File: config.mk
export PLATFORM = sky130hd
export DESIGN_NAME = dl11_serial
export DESIGN_NICKNAME = d
export VERILOG_FILES = /design/src/rtl/dl11_pkg.sv /design/src/rtl/dl11_uart_rx.sv /design/src/rtl/dl11_serial.sv
export SDC_FILE = /design/constraint.sdc
export NUM_CORES = 1
export LEC_CHECK = 0
export CORE_ASPECT_RATIO = 1.2
export CORE_UTILIZATION = 55
export CTS_CLUSTER_DIAMETER = 100
export DETAILED_ROUTE_END_ITERATION = 10
export GPL_TIMING_DRIVEN = 0
export HOLD_SLACK_MARGIN = 0.08
export PLACE_DENSITY = 0.77
export SYNTH_ARGS = -nofsm -noshare
export SYNTH_HDL_FRONTEND = slang
export SYNTH_HIERARCHICAL = 1
export SYNTH_SLANG_ARGS = --single-unit
export TNS_END_PERCENT = 50
File: constraint.sdc
create_clock -name clk_sys -period 2.08 [get_ports clk_sys]
set_input_delay 0.416 -clock clk_sys [delete_from_list [all_inputs] [get_ports clk_sys]]
set_output_delay 0.416 -clock clk_sys [all_outputs]
set_load 0.03 [all_outputs]
File: src/rtl/dl11_pkg.sv
// dl11_pkg: shared constants and state types for the DL11 serial port.
//   - REG_*   : register index decoded from bus_addr[2:1]
//   - CSR_* / RBUF_* : bit positions inside the CSR and RBUF words
//   - tx_state_t / rx_state_t : transmitter and receiver FSM states
package dl11_pkg;

    localparam logic [1:0] REG_RCSR = 2'd0;
    localparam logic [1:0] REG_RBUF = 2'd1;
    localparam logic [1:0] REG_XCSR = 2'd2;
    localparam logic [1:0] REG_XBUF = 2'd3;

    localparam int unsigned CSR_DONE_READY = 7;
    localparam int unsigned CSR_IE         = 6;
    localparam int unsigned CSR_MAINT      = 2;
    localparam int unsigned RBUF_ERR       = 15;
    localparam int unsigned RBUF_OVR       = 14;
    localparam int unsigned RBUF_FRM       = 13;

    typedef enum logic [1:0] {TX_IDLE, TX_START, TX_DATA, TX_STOP} tx_state_t;
    typedef enum logic [1:0] {RX_IDLE, RX_START, RX_DATA, RX_STOP} rx_state_t;

endpackage

File: src/rtl/dl11_uart_rx.sv
// dl11_uart_rx: 8N1 receiver with a 2-FF input synchronizer.
// Ports:
//   clk_sys, reset_n  : clock, synchronous active-low reset
//   uart_rxd          : asynchronous serial input
//   i_lb_sel          : 1 = receive from i_lb_line (internal loopback) instead of uart_rxd
//   i_lb_line         : internal TX serial stream
//   rx_valid          : one-cycle pulse when a frame completes
//   rx_data           : received byte (valid with rx_valid)
//   rx_frm            : stop bit was 0 for the frame just completed
module dl11_uart_rx
    import dl11_pkg::*;
#(
    parameter int unsigned BAUD_DIV = 417
) (
    input  logic       clk_sys,
    input  logic       reset_n,
    input  logic       uart_rxd,
    input  logic       i_lb_sel,
    input  logic       i_lb_line,
    output logic       rx_valid,
    output logic [7:0] rx_data,
    output logic       rx_frm
);

    localparam logic [15:0] DIV_M1  = 16'(BAUD_DIV - 1);
    localparam logic [15:0] HALF_M1 = 16'(BAUD_DIV / 2 - 1);

    logic        r_sync1, r_sync2, r_prev;
    rx_state_t   r_state, w_state_d;
    logic [15:0] r_cnt, w_cnt_d;
    logic [2:0]  r_bit, w_bit_d;
    logic [7:0]  r_shift, w_shift_d;
    logic        r_valid, w_valid_d;
    logic        r_frm, w_frm_d;
    logic        w_line;

    assign w_line = i_lb_sel ? i_lb_line : r_sync2;

    always_comb begin
        w_state_d = r_state;
        w_cnt_d   = r_cnt + 16'd1;
        w_bit_d   = r_bit;
        w_shift_d = r_shift;
        w_valid_d = 1'b0;
        w_frm_d   = r_frm;
        case (r_state)
            RX_IDLE: begin
                w_cnt_d = '0;
                if (r_prev && !w_line) w_state_d = RX_START;
            end
            RX_START: begin
                // Mid-start-bit check rejects short glitches.
                if (r_cnt == HALF_M1) begin
                    w_cnt_d = '0;
                    if (w_line) begin
                        w_state_d = RX_IDLE;
                    end else begin
                        w_state_d = RX_DATA;
                        w_bit_d   = 3'd0;
                    end
                end
            end
            RX_DATA: begin
                if (r_cnt == DIV_M1) begin
                    w_cnt_d   = '0;
                    w_shift_d = {w_line, r_shift[7:1]};
                    if (r_bit == 3'd7) w_state_d = RX_STOP;
                    else               w_bit_d   = r_bit + 3'd1;
                end
            end
            RX_STOP: begin
                if (r_cnt == DIV_M1) begin
                    w_cnt_d   = '0;
                    w_state_d = RX_IDLE;
                    w_valid_d = 1'b1;
                    w_frm_d   = ~w_line;
                end
            end
            default: w_state_d = RX_IDLE;
        endcase
    end

    always_ff @(posedge clk_sys) begin
        if (!reset_n) begin
            r_sync1 <= 1'b1;
            r_sync2 <= 1'b1;
            r_prev  <= 1'b1;
            r_state <= RX_IDLE;
            r_cnt   <= '0;
            r_bit   <= '0;
            r_shift <= '0;
            r_valid <= 1'b0;
            r_frm   <= 1'b0;
        end else begin
            r_sync1 <= uart_rxd;
            r_sync2 <= r_sync1;
            r_prev  <= w_line;
            r_state <= w_state_d;
            r_cnt   <= w_cnt_d;
            r_bit   <= w_bit_d;
            r_shift <= w_shift_d;
            r_valid <= w_valid_d;
            r_frm   <= w_frm_d;
        end
    end

    assign rx_valid = r_valid;
    assign rx_data  = r_shift;
    assign rx_frm   = r_frm;

endmodule

File: src/rtl/dl11_serial.sv
// dl11_serial: DL11-compatible serial port, VM1 MPI bus responder (4-word window at BASE_ADDR).
// Ports:
//   clk_sys, reset_n, ce         : clock, synchronous active-low reset, bus clock enable
//   bus_addr/din/sync/stb/we/wtbt: CPU cycle from the initiator
//   bus_dout, bus_ack            : read data (0 when not selected) and reply
//   irq_rx_req/ack, irq_tx_req/ack : interrupt request/acknowledge pairs to the vic
//   uart_rxd, uart_txd           : serial input (async) and output (idle 1)
// Optional: define DL11_MAINT_EN to enable XCSR MAINT (internal TX->RX loopback).
module dl11_serial
    import dl11_pkg::*;
#(
    parameter int unsigned BAUD_DIV  = 417,
    parameter logic [15:0] BASE_ADDR = 16'o177560
) (
    input  logic        clk_sys,
    input  logic        reset_n,
    input  logic        ce,
    input  logic [15:0] bus_addr,
    input  logic [15:0] bus_din,
    input  logic        bus_sync,
    input  logic        bus_stb,
    input  logic        bus_we,
    input  logic [1:0]  bus_wtbt,
    output logic [15:0] bus_dout,
    output logic        bus_ack,
    output logic        irq_rx_req,
    input  logic        irq_rx_ack,
    output logic        irq_tx_req,
    input  logic        irq_tx_ack,
    input  logic        uart_rxd,
    output logic        uart_txd
);

    localparam logic [15:0] DIV_M1 = 16'(BAUD_DIV - 1);

    // Bus decode
    logic       w_sel, w_act, w_rise, w_wr, w_rd;
    logic [1:0] w_reg;
    logic       w_wr_rcsr, w_wr_xcsr, w_xbuf_load, w_rd_rbuf;
    logic       r_act_q, r_ack;
    logic [15:0] w_rdata, r_snap;

    // Register state
    logic       r_done, r_rx_ie, r_ovr, r_frm;
    logic [7:0] r_rbuf;
    logic       r_ready, r_tx_ie;
    logic       w_maint;
    logic       r_rx_lvl_q, r_tx_lvl_q, r_rx_req, r_tx_req;
    logic       w_rx_lvl, w_tx_lvl;

    // TX
    tx_state_t   r_tx_state, w_tx_state_d;
    logic [15:0] r_tx_cnt, w_tx_cnt_d;
    logic [2:0]  r_tx_bit, w_tx_bit_d;
    logic [7:0]  r_tx_buf;
    logic        w_tx_line, w_tx_done, w_tx_end;

    // RX
    logic       w_rx_valid, w_rx_frm;
    logic [7:0] w_rx_data;

    logic w_unused;
    assign w_unused = ^{bus_addr[0], bus_din[15:8], bus_wtbt[1]};

    assign w_sel  = bus_sync & (bus_addr[15:3] == BASE_ADDR[15:3]);
    assign w_reg  = bus_addr[2:1];
    assign w_act  = w_sel & bus_stb;
    assign w_rise = w_act & ~r_act_q;
    assign w_wr   = w_rise & bus_we;
    assign w_rd   = w_rise & ~bus_we;

    assign w_wr_rcsr   = w_wr & (w_reg == REG_RCSR) & bus_wtbt[0];
    assign w_wr_xcsr   = w_wr & (w_reg == REG_XCSR) & bus_wtbt[0];
    assign w_xbuf_load = w_wr & (w_reg == REG_XBUF) & bus_wtbt[0] & r_ready;
    assign w_rd_rbuf   = w_rd & (w_reg == REG_RBUF);

`ifdef DL11_MAINT_EN
    logic r_maint;
    always_ff @(posedge clk_sys) begin
        if (!reset_n)       r_maint <= 1'b0;
        else if (w_wr_xcsr) r_maint <= bus_din[CSR_MAINT];
    end
    assign w_maint  = r_maint;
    assign uart_txd = r_maint ? 1'b1 : w_tx_line;
`else
    assign w_maint  = 1'b0;
    assign uart_txd = w_tx_line;
`endif

    always_comb begin
        w_rdata = '0;
        unique case (w_reg)
            REG_RCSR: begin
                w_rdata[CSR_DONE_READY] = r_done;
                w_rdata[CSR_IE]         = r_rx_ie;
            end
            REG_RBUF: begin
                w_rdata[7:0]     = r_rbuf;
                w_rdata[RBUF_ERR] = r_ovr | r_frm;
                w_rdata[RBUF_OVR] = r_ovr;
                w_rdata[RBUF_FRM] = r_frm;
            end
            REG_XCSR: begin
                w_rdata[CSR_DONE_READY] = r_ready;
                w_rdata[CSR_IE]         = r_tx_ie;
                w_rdata[CSR_MAINT]      = w_maint;
            end
            REG_XBUF: w_rdata = '0;
        endcase
    end

    // Data is latched at the strobe edge so the RBUF read-clear does not alter what the CPU samples.
    assign bus_dout = (w_act && !bus_we) ? (r_act_q ? r_snap : w_rdata) : 16'h0000;
    assign bus_ack  = r_ack;

    always_comb begin
        w_tx_state_d = r_tx_state;
        w_tx_cnt_d   = r_tx_cnt + 16'd1;
        w_tx_bit_d   = r_tx_bit;
        w_tx_done    = 1'b0;
        w_tx_line    = 1'b1;
        w_tx_end     = (r_tx_cnt == DIV_M1);
        case (r_tx_state)
            TX_IDLE: begin
                w_tx_cnt_d = '0;
                if (w_xbuf_load) w_tx_state_d = TX_START;
            end
            TX_START: begin
                w_tx_line = 1'b0;
                if (w_tx_end) begin
                    w_tx_cnt_d   = '0;
                    w_tx_bit_d   = 3'd0;
                    w_tx_state_d = TX_DATA;
                end
            end
            TX_DATA: begin
                w_tx_line = r_tx_buf[r_tx_bit];
                if (w_tx_end) begin
                    w_tx_cnt_d = '0;
                    if (r_tx_bit == 3'd7) w_tx_state_d = TX_STOP;
                    else                  w_tx_bit_d   = r_tx_bit + 3'd1;
                end
            end
            TX_STOP: begin
                if (w_tx_end) begin
                    w_tx_cnt_d   = '0;
                    w_tx_state_d = TX_IDLE;
                    w_tx_done    = 1'b1;
                end
            end
            default: w_tx_state_d = TX_IDLE;
        endcase
    end

    always_ff @(posedge clk_sys) begin
        if (!reset_n) begin
            r_tx_state <= TX_IDLE;
            r_tx_cnt   <= '0;
            r_tx_bit   <= '0;
        end else begin
            r_tx_state <= w_tx_state_d;
            r_tx_cnt   <= w_tx_cnt_d;
            r_tx_bit   <= w_tx_bit_d;
        end
    end

    dl11_uart_rx #(
        .BAUD_DIV (BAUD_DIV)
    ) u_rx (
        .clk_sys   (clk_sys),
        .reset_n   (reset_n),
        .uart_rxd  (uart_rxd),
        .i_lb_sel  (w_maint),
        .i_lb_line (w_tx_line),
        .rx_valid  (w_rx_valid),
        .rx_data   (w_rx_data),
        .rx_frm    (w_rx_frm)
    );

    assign w_rx_lvl = r_done & r_rx_ie;
    assign w_tx_lvl = r_ready & r_tx_ie;

    always_ff @(posedge clk_sys) begin
        if (!reset_n) begin
            r_act_q    <= 1'b0;
            r_ack      <= 1'b0;
            r_snap     <= '0;
            r_rx_ie    <= 1'b0;
            r_tx_ie    <= 1'b0;
            r_ready    <= 1'b1;
            r_tx_buf   <= '0;
            r_done     <= 1'b0;
            r_ovr      <= 1'b0;
            r_frm      <= 1'b0;
            r_rbuf     <= '0;
            r_rx_lvl_q <= 1'b0;
            r_tx_lvl_q <= 1'b0;
            r_rx_req   <= 1'b0;
            r_tx_req   <= 1'b0;
        end else begin
            r_act_q <= w_act;
            if (w_rise) r_snap <= w_rdata;
            if (!bus_stb)          r_ack <= 1'b0;
            else if (ce && w_act)  r_ack <= 1'b1;

            if (w_wr_rcsr) r_rx_ie <= bus_din[CSR_IE];
            if (w_wr_xcsr) r_tx_ie <= bus_din[CSR_IE];

            if (w_xbuf_load) begin
                r_tx_buf <= bus_din[7:0];
                r_ready  <= 1'b0;
            end else if (w_tx_done) begin
                r_ready  <= 1'b1;
            end

            // A byte arriving with a concurrent RBUF read wins: fresh DONE, no overrun.
            if (w_rx_valid) begin
                r_rbuf <= w_rx_data;
                r_done <= 1'b1;
                if (w_rd_rbuf) begin
                    r_ovr <= 1'b0;
                    r_frm <= w_rx_frm;
                end else begin
                    r_ovr <= r_ovr | r_done;
                    r_frm <= r_frm | w_rx_frm;
                end
            end else if (w_rd_rbuf) begin
                r_done <= 1'b0;
                r_ovr  <= 1'b0;
                r_frm  <= 1'b0;
            end

            r_rx_lvl_q <= w_rx_lvl;
            r_tx_lvl_q <= w_tx_lvl;
            if (!w_rx_lvl)                r_rx_req <= 1'b0;
            else if (!r_rx_lvl_q)         r_rx_req <= 1'b1;
            else if (irq_rx_ack)          r_rx_req <= 1'b0;
            if (!w_tx_lvl)                r_tx_req <= 1'b0;
            else if (!r_tx_lvl_q)         r_tx_req <= 1'b1;
            else if (irq_tx_ack)          r_tx_req <= 1'b0;
        end
    end

    assign irq_rx_req = r_rx_req;
    assign irq_tx_req = r_tx_req;

endmodule

# Word level (Yosys, flattened, before mapping)
# Index checks and enable logic that the tools add are counted.
classes:
  n_eq_ne: 30
  addsub: 4
  magnitude_cmp: 1
  mux: 52
  n_bitwise: 21
  div: 0
  multipliers: 0
  reduce_logical: 24
  shifts: 0
op_table:
  columns: ["operator", "n"]
  rows:
  - ["16-bit two-way mux", 5]
  - ["16-bit one-hot mux with 3 select lines", 1]
  - ["16-bit by 1-bit adder with 16-bit output, second input constant", 2]
  - ["16-bit by 9-bit equality test with 1-bit output, second input constant", 2]
  - ["16-bit one-hot mux with 2 select lines", 1]
  - ["3-bit two-way mux", 9]
  - ["2-bit two-way mux", 12]
  - ["2-bit one-hot mux with 4 select lines", 3]
  - ["2-bit != test, second input constant", 10]
  - ["1-bit two-way mux", 17]
  - ["16-bit by 8-bit equality test with 1-bit output, second input constant", 1]
  - ["1-bit AND", 15]
  - ["5-bit AND reduction", 3]
  - ["13-bit equality test, second input constant", 1]
  - ["2-bit equality test, second input constant", 6]
  - ["3-bit one-hot mux with 2 select lines", 2]
  - ["2-bit AND reduction", 6]
  - ["2-bit by 1-bit != test with 1-bit output, second input constant", 5]
  - ["2-bit nonzero test", 4]
  - ["3-bit by 1-bit adder with 3-bit output, second input constant", 2]
  - ["2-bit by 1-bit equality test with 1-bit output, second input constant", 3]
  - ["3-bit equality test, second input constant", 2]
  - ["2-bit zero test", 3]
  - ["3-bit by 4-bit less-than comparator with 1-bit output, second input constant", 1]
  - ["9 further kinds", 16]
totals:
  latch_bits: 0
  inputBits: 43
  mem_count: 0
  mem_bits_rw: 0
  mem_bits_ro: 0
  out_inout_bits: 20
  wordCells: 159
  regBits: 94

# Longest topological paths before layout
# Gate-level depths: netlist of the first run.
logic_depth:
  word_depth: 10
  mapped_depth: 8
  mapped_depth_nobuf: 7

# Hierarchy
# Netlist of the first run, hierarchy kept.
modules_own_cells:
  columns: ["module", "seq_area_each_um2", "n_inst", "cells_per_inst", "area_each_um2"]
  rows:
  - ["dl11_serial", 1201.2, 1, 330, 2971.6]
  - ["dl11_uart_rx", 680.7, 1, 170, 1544.0]

# Worst setup path before layout of the first run
# No wires, ideal clock.
synth_path:
  path_type: "input to output"
  from: "in bus_sync"
  to: "out bus_dout[6]"
  slack_ps: -241
  path_buffers: 0
  arrival_time_ps: 1905
  stages: 4
  required_time_ps: 1664
  cell_sequence: "nand3_1 > nor4_1 > nand2b_1 > nor3_1"
synth_via:
  elab_chain_len: 4
synth_rtl:
  columns: ["item", "line", "text"]
  rows:
  - ["from (decl)", "dl11_serial.sv:20", "input logic bus_sync,"]
  - ["1-bit AND", "dl11_serial.sv:65", "assign w_sel = bus_sync & (bus_addr[15:3] == BASE_ADDR[15:3]);"]
  - ["1-bit AND", "dl11_serial.sv:67", "assign w_act = w_sel & bus_stb;"]
  - ["1-bit logical AND", "dl11_serial.sv:113", "assign bus_dout = (w_act && !bus_we) ? (r_act_q ? r_snap : w_rdata) : 16'h0000;"]
  - ["16-bit two-way mux", "dl11_serial.sv:113", null]
  - ["to (decl)", "dl11_serial.sv:24", "output logic [15:0] bus_dout,"]
# Every way passes these cells.

# Worst setup path after layout of the first run
layout_path:
  from: "reg r_tx_bit[0]"
  to: "out uart_txd"
layout_via:
  elab_chain_len: 3
layout_rtl:
  columns: ["item", "line", "text"]
  rows:
  - ["from (decl)", "dl11_serial.sv:54", "logic [2:0] r_tx_bit, w_tx_bit_d;"]
  - ["from (signal assigned)", "dl11_serial.sv:163", "r_tx_bit <= w_tx_bit_d;"]
  - ["1-bit binary-select mux with 3-bit select", "dl11_serial.sv:137", "w_tx_line = r_tx_buf[r_tx_bit];"]
  - ["1-bit two-way mux (implied by the code)", "dl11_serial.sv:137", null]
  - ["1-bit one-hot mux with 2 select lines", "dl11_serial.sv:123", "case (r_tx_state)"]
  - ["to (decl)", "dl11_serial.sv:31", "output logic uart_txd"]
# Every way passes these cells. The select of a mux whose other input is x is not followed.

==> impl_metrics.yaml, run 1 <==
route:
  vias_per_cell: 5.516
  num_vias: 3701
  drc_errors: 7
  drt_pre_antenna_iters: 8
  first_iter_violations: 190
  ant_nets: 0
  wl_per_cell_um: 14.23
  wl_um: 9545
timing:
  fin_skew_ps: 13.84
  rsz0062_at_grt: "yes"
  report.final.slew_viol_count: 0
  fmax_mhz: 473.8
  hold_ws_ps: 293.2
  setup_viol: 1
  worst_pin_slew_ps: 599.1
  slew_headroom_pct: 60.06
  post-route-min-period_ps: 2111
  fin_ws_ps: -30.64
  post-route-period-util_pct: 101.5
  final-hold-violation-count: 0
run_status:
  outcome: "finished with violations"
  failed_checks: "design-rule violations, negative setup slack"
hold_path:
  hold_class: "primary input to flip-flop"
logic_synthesis:
  ys_ff_latch: 94
  syn_inst: 500
  syn_area_um2: 4516
  synth.top_cell.area_share_pct: 41.67
  synth.distinct_cells: 63
  synth_area_leader_cell: "dfxtp_1"
  yosysSeqAreaShare_pct: 41.67
  synthFlopType: "dfxtp_1"
  synth_area_leaders: "dfxtp_1 42%, mux2i_1 6.7%, nand2_1 4.2%, nor2b_1 3.9%, ha_1 3.6%"
  synth_edf_count: 0
  syn_area_per_cell_um2: 9.031
  synth_async_sr_flop_share_pct: 0
  yosysWarnings: 6
cts:
  clk_pin_slew_ps: 100
  root_buffer: "clkbuf_8"
  cts_made_buffers: 9
  cts.sinks: 94
  tritoncts: "built"
  clk_latency_ps: 370
  cts.htree.levels: 3
  cts_buffer_depth: 2
  cts_hold_buffers: 0
pwr:
  power.switching_uw: 731.2
  clkPwrFrac_pct: 38.1
  power_density_nw_per_um2: 566.5
  p_leak_uw: 0.002027
  p_sw_share_pct: 22.98
  p_seq_share_pct: 56.6
  internal_power_uw: 2451
  peakVddDrop_mv: 0.4417
  power_frac_comb_pct: 5.3
worst_setup_path:
  cp-end-kind: "output pin"
  arrival_ps: 1690
  cp-start-kind: "flip-flop"
  critical_path_class: "flip-flop to output pin"
  cp_max_fo: 3
  crit_required_ps: 1660
global_routing:
  grt_max_degree: 17
  grt_usage_pct: 23.18
  grt_pass1_vias: 3619
  antenna_found_initial: 0
  grt_pass1_wl_um: 15900
  grt-ovfl-total: 0
layout:
  nNetsFinal: 630
  utilization_pct: 72.05
  final_common_cell: "dfxtp_1"
  fillers: 619
  instances_no_fill: 671
  area_delta_synth_final_pct: 24.38
  antenna_cells: 0
  mostFrequentLayoutCells: "92 x dfxtp_1, 50 x nand2_1, 27 x nor2b_1, 27 x mux2i_1, 27 x nand3_1"
  layout-drive-gt1-share_pct: 21.07
die:
  die_width_um: 84.72
  row_count: 35
  start_util_pct: 57.93
  ios: 63
  core_um2: 7795
  fp.dieH_um: 101.3
  die-area_um2: 8578
place:
  dp_hpwl_um: 6695
  port_buffers: 47
  dp.cells: 644
  place_congestion: 0.8153
job:
  drv_cap: 0
power groups by stage:
| stage | clock network, uW | registers (uW) | logic [uW] |
|---|---|---|---|
| floorplan | 0 | 1840 | 78.3 |
| global placement | 0 | 1840 | 163 |
| detailed placement | 0 | 1840 | 165 |
| CTS | 1240 | 1800 | 165 |
| global route | 1310 | 1800 | 181 |
| finish | 1210 | 1800 | 169 |
path summary, 6_finish.rpt:
path                from       endpoint  slack, ps  cells after the start
min reg2reg   r_tx_lvl_q     irq_tx_req        410                      1
max          r_tx_bit[0]       uart_txd        -30                      4
min              bus_stb        bus_ack        290                      3
max reg2reg  r_tx_cnt[1]  r_tx_state[0]        160                      6
synth_stat cells (9+ instances only):
| cell type | number |
|---|---|
| nor2_1 | 36 |
| o21ai_0 | 20 |
| nor3_1 | 15 |
| nand3_1 | 28 |
| a21boi_1 | 10 |
| inv_1 | 13 |
| xnor2_1 | 9 |
| clkbuf_1 | 18 |
| ha_1 | 13 |
| dfxtp_1 | 94 |
| nand2_1 | 50 |
| nor2b_1 | 28 |
| xor2_1 | 13 |
| nand4_1 | 10 |
| a21oi_1 | 22 |
| mux2i_1 | 30 |
flip-flops by register name, indices dropped and copies added (netlist names), 2 cells and up, named ones only:
name	cells
u_rx/r_bit	3
r_tx_bit	3
r_tx_state	2
r_tx_cnt	16
r_snap	11
r_rbuf	8
u_rx/rx_data	8
r_tx_buf	8
u_rx/r_cnt	16
layer usage:
metal  global-route usage [%]  part of all wire (%)
met1                    27.10                    44
met2                    41.21                    51
met3                    4.482                   4.2
met4                    10.82                   1.4
met5                        0                     0
metrics by stage:
| step | power [uW] | setup TNS (ps) | setup WS [ps] | cell area [um^2] |
|---|---|---|---|---|
| CTS | 3209 | -118.6 | -57.73 | 5537 |
| floorplan | 1922 | 0 | 5.973 | 4628 |
| global route | 3293 | -171.3 | -117.0 | 5617 |
| global placement | 2007 | -16390 | -1246 | 5214 |
| finish | 3182 | -30.64 | -30.64 | 5617 |
| detailed placement | 2009 | -17190 | -1247 | 5214 |
logic make-up after synthesis:
family,Yosys count,synth area share (%)
AOI/OAI and AO/OA,72,10.06
adders and majority gates,13,3.602
other,1,0.08305
muxes,32,7.648
xor gates and xnor gates,22,4.267
DFF,94,41.67
buffers and inverters,43,4.627
and+or+nand+nor,223,28.04
critical path, stage by stage, from the launching register on:
cell and delay [ps]:
dfxtp_4 370, mux4_2 510, mux2i_2 170, mux2i_2 100, buf_4 170
final cells by class:
cell class	count	area [um^2]	share of cell area [%]
well taps	92	115.1	2.049
clock buffers	10	127.6	2.272
flip-flops and latches	94	1887	33.59
multi-input cells	368	2633	46.87
repair buffers	58	523.0	9.312
clock inverters	6	68.82	1.225
inverters	14	52.55	0.9356
plain buffers	29	210.2	3.742
repair_timing:
item,in CTS,in global routing
pin swaps,14,5
gates resized for setup,147,31
cloned,1,0
endpoints found under the setup margin,12,51
buffers inserted,6,4
Power figures use the tool's default switching activity.
==> run 2, diff against run 1 <==
==> constraint.sdc (replaced) <==
create_clock -name clk_sys -period 2.3 [get_ports clk_sys]
set_input_delay 0.46 -clock clk_sys [delete_from_list [all_inputs] [get_ports clk_sys]]
set_output_delay 0.46 -clock clk_sys [all_outputs]
set_load 0.03 [all_outputs]
==> impl_metrics.yaml, run 2 (synthesis gave the netlist of run 1 again) <==
layout:
  top_regs: "r_tx_cnt (16), u_rx/r_cnt (16), r_snap (11)"
  area_delta_synth_final_pct: 21.64
  nNetsFinal: 626
  final_common_cell: "dfxtp_1"
  instances_no_fill: 667
  antenna_cells: 0
  mostFrequentLayoutCells: "93 x dfxtp_1, 50 x nand2_1, 30 x mux2i_1"
  layout-drive-gt1-share_pct: 16.17
die:
  ios: 63
  core_um2: 7795
  die_width_um: 84.72
  fp.dieH_um: 101.3
  start_util_pct: 57.93
  row_count: 35
  die-area_um2: 8578
cts:
  clk_pin_slew_ps: 90
  cts_buffer_depth: 2
  cts_hold_buffers: 0
  cts.htree.levels: 3
  cts.sinks: 94
  clk_latency_ps: 350
  root_buffer: "clkbuf_8"
  tritoncts: "built"
  cts_made_buffers: 9
timing:
  worst_pin_slew_ps: 630.5
  post-route-min-period_ps: 2223
  fin_ws_ps: 77.08
  fin_skew_ps: 15.64
  setup_viol: 0
  fmax_mhz: 449.9
  report.final.slew_viol_count: 0
  final-hold-violation-count: 0
  post-route-period-util_pct: 96.65
  slew_headroom_pct: 57.97
worst_setup_path:
  critical_path_class: "primary input to output pin"
  r2r_slack_ps: 300
  r2r_start: "r_tx_state[0]"
  cp-start-kind: "primary input"
  cp_max_fo: 5
  setup.worst_path.end: "bus_dout[15]"
  r2r-end: "r_tx_state[1]"
  crit_required_ps: 1840
  arrival_ps: 1760
  startpoint: "bus_addr[3]"
  cp-end-kind: "output pin"
  reg2reg_depth: 7
global_routing:
  grt_usage_pct: 23.34
  grt_pass1_wl_um: 16200
  grt_max_degree: 16
  antenna_found_initial: 0
  grt-ovfl-total: 0
  grt_pass1_vias: 3598
place:
  place_congestion: 0.7776
  port_buffers: 47
  place_ws_ps: -1251
  dp.cells: 644
  dp_hpwl_um: 6782
route:
  wl_um: 9453
  first_iter_violations: 189
  num_vias: 3755
  vias_per_cell: 5.630
  wl_per_cell_um: 14.17
  drc_errors: 8
  drt_pre_antenna_iters: 8
  ant_nets: 0
pwr:
  peakVddDrop_mv: 0.3493
  power_density_nw_per_um2: 517.5
  p_leak_uw: 0.001989
run_status:
  failed_checks: "design-rule violations"
  outcome: "finished with violations"
job:
  drv_cap: 0
hold_path:
  hold_class: "flip-flop to flip-flop"
## run 2: worst min-delay path by stage
stage	endpoint	slack (ps)	startpoint	cells after the start
2_1_floorplan	u_rx/r_sync2	390	u_rx/r_sync1	1
3_3_place_gp	u_rx/r_sync2	390	u_rx/r_sync1	1
3_5_place_dp	u_rx/r_sync2	400	u_rx/r_sync1	1
4_1_cts	irq_rx_req	420	r_rx_lvl_q	1
5_1_grt	u_rx/r_sync2	420	u_rx/r_sync1	1
6_report	irq_rx_req	410	r_rx_lvl_q	1
## run 2: worst max-delay path, stage by stage
cell	delay (ps)
dlygate4sd2_1	230
nand4b_4	180
nor4_4	360
nand2b_4	120
buf_8	150
a21oi_2	110
buf_6	140
## run 2: layer usage
layer  vias to the layer above  track usage, %  part of all wire, %
met1                      1789           27.56                   44
met5                         -               0                    0
met4                         0           9.257                  1.2
met3                        14           3.260                  3.9
met2                        73           42.90                   51
li1                       1879               -                    -
## run 2: what timing repair did
action	CTS	global route
setup endpoints to repair	12	22
buffers inserted	6	0
endpoints found under the hold margin	0	0
cloned	1	0
gates resized for setup	128	12
pin swaps	8	1
## run 2: report_power, final
group | total (uW) | internal (uW) | switching [uW]
Sequential | 1630 | 1630 | 1.14
Combinational | 149 | 75.6 | 73.4
Clock | 1070 | 502 | 564
Total | 2840 | 2200 | 638
## run 2: per-stage QoR
stage                     util [%]  hold WS [ps]  power [uW]  cell area, um^2  TNS [ps]
after floorplan                  -         386.3        1737             4546    -598.9
after global placement       65.83         389.4        1814             5131    -13730
after detailed placement     65.83         396.2        1816             5131    -14050
after CTS                    70.32         417.3        2860             5482    -21.51
after global routing         70.47         422.2        2940             5493    -5.710
final                        70.47         411.3        2842             5493         0
## run 2: cell type report
class	count	area [um^2]
repair buffers	54	503.0
fillers	618	2302
inverters	14	52.55
clock buffers	10	127.6
clock inverters	6	62.56
multi-input cells	368	2557
flip-flops and latches	94	1886
plain buffers	29	188.9
well taps	92	115.1
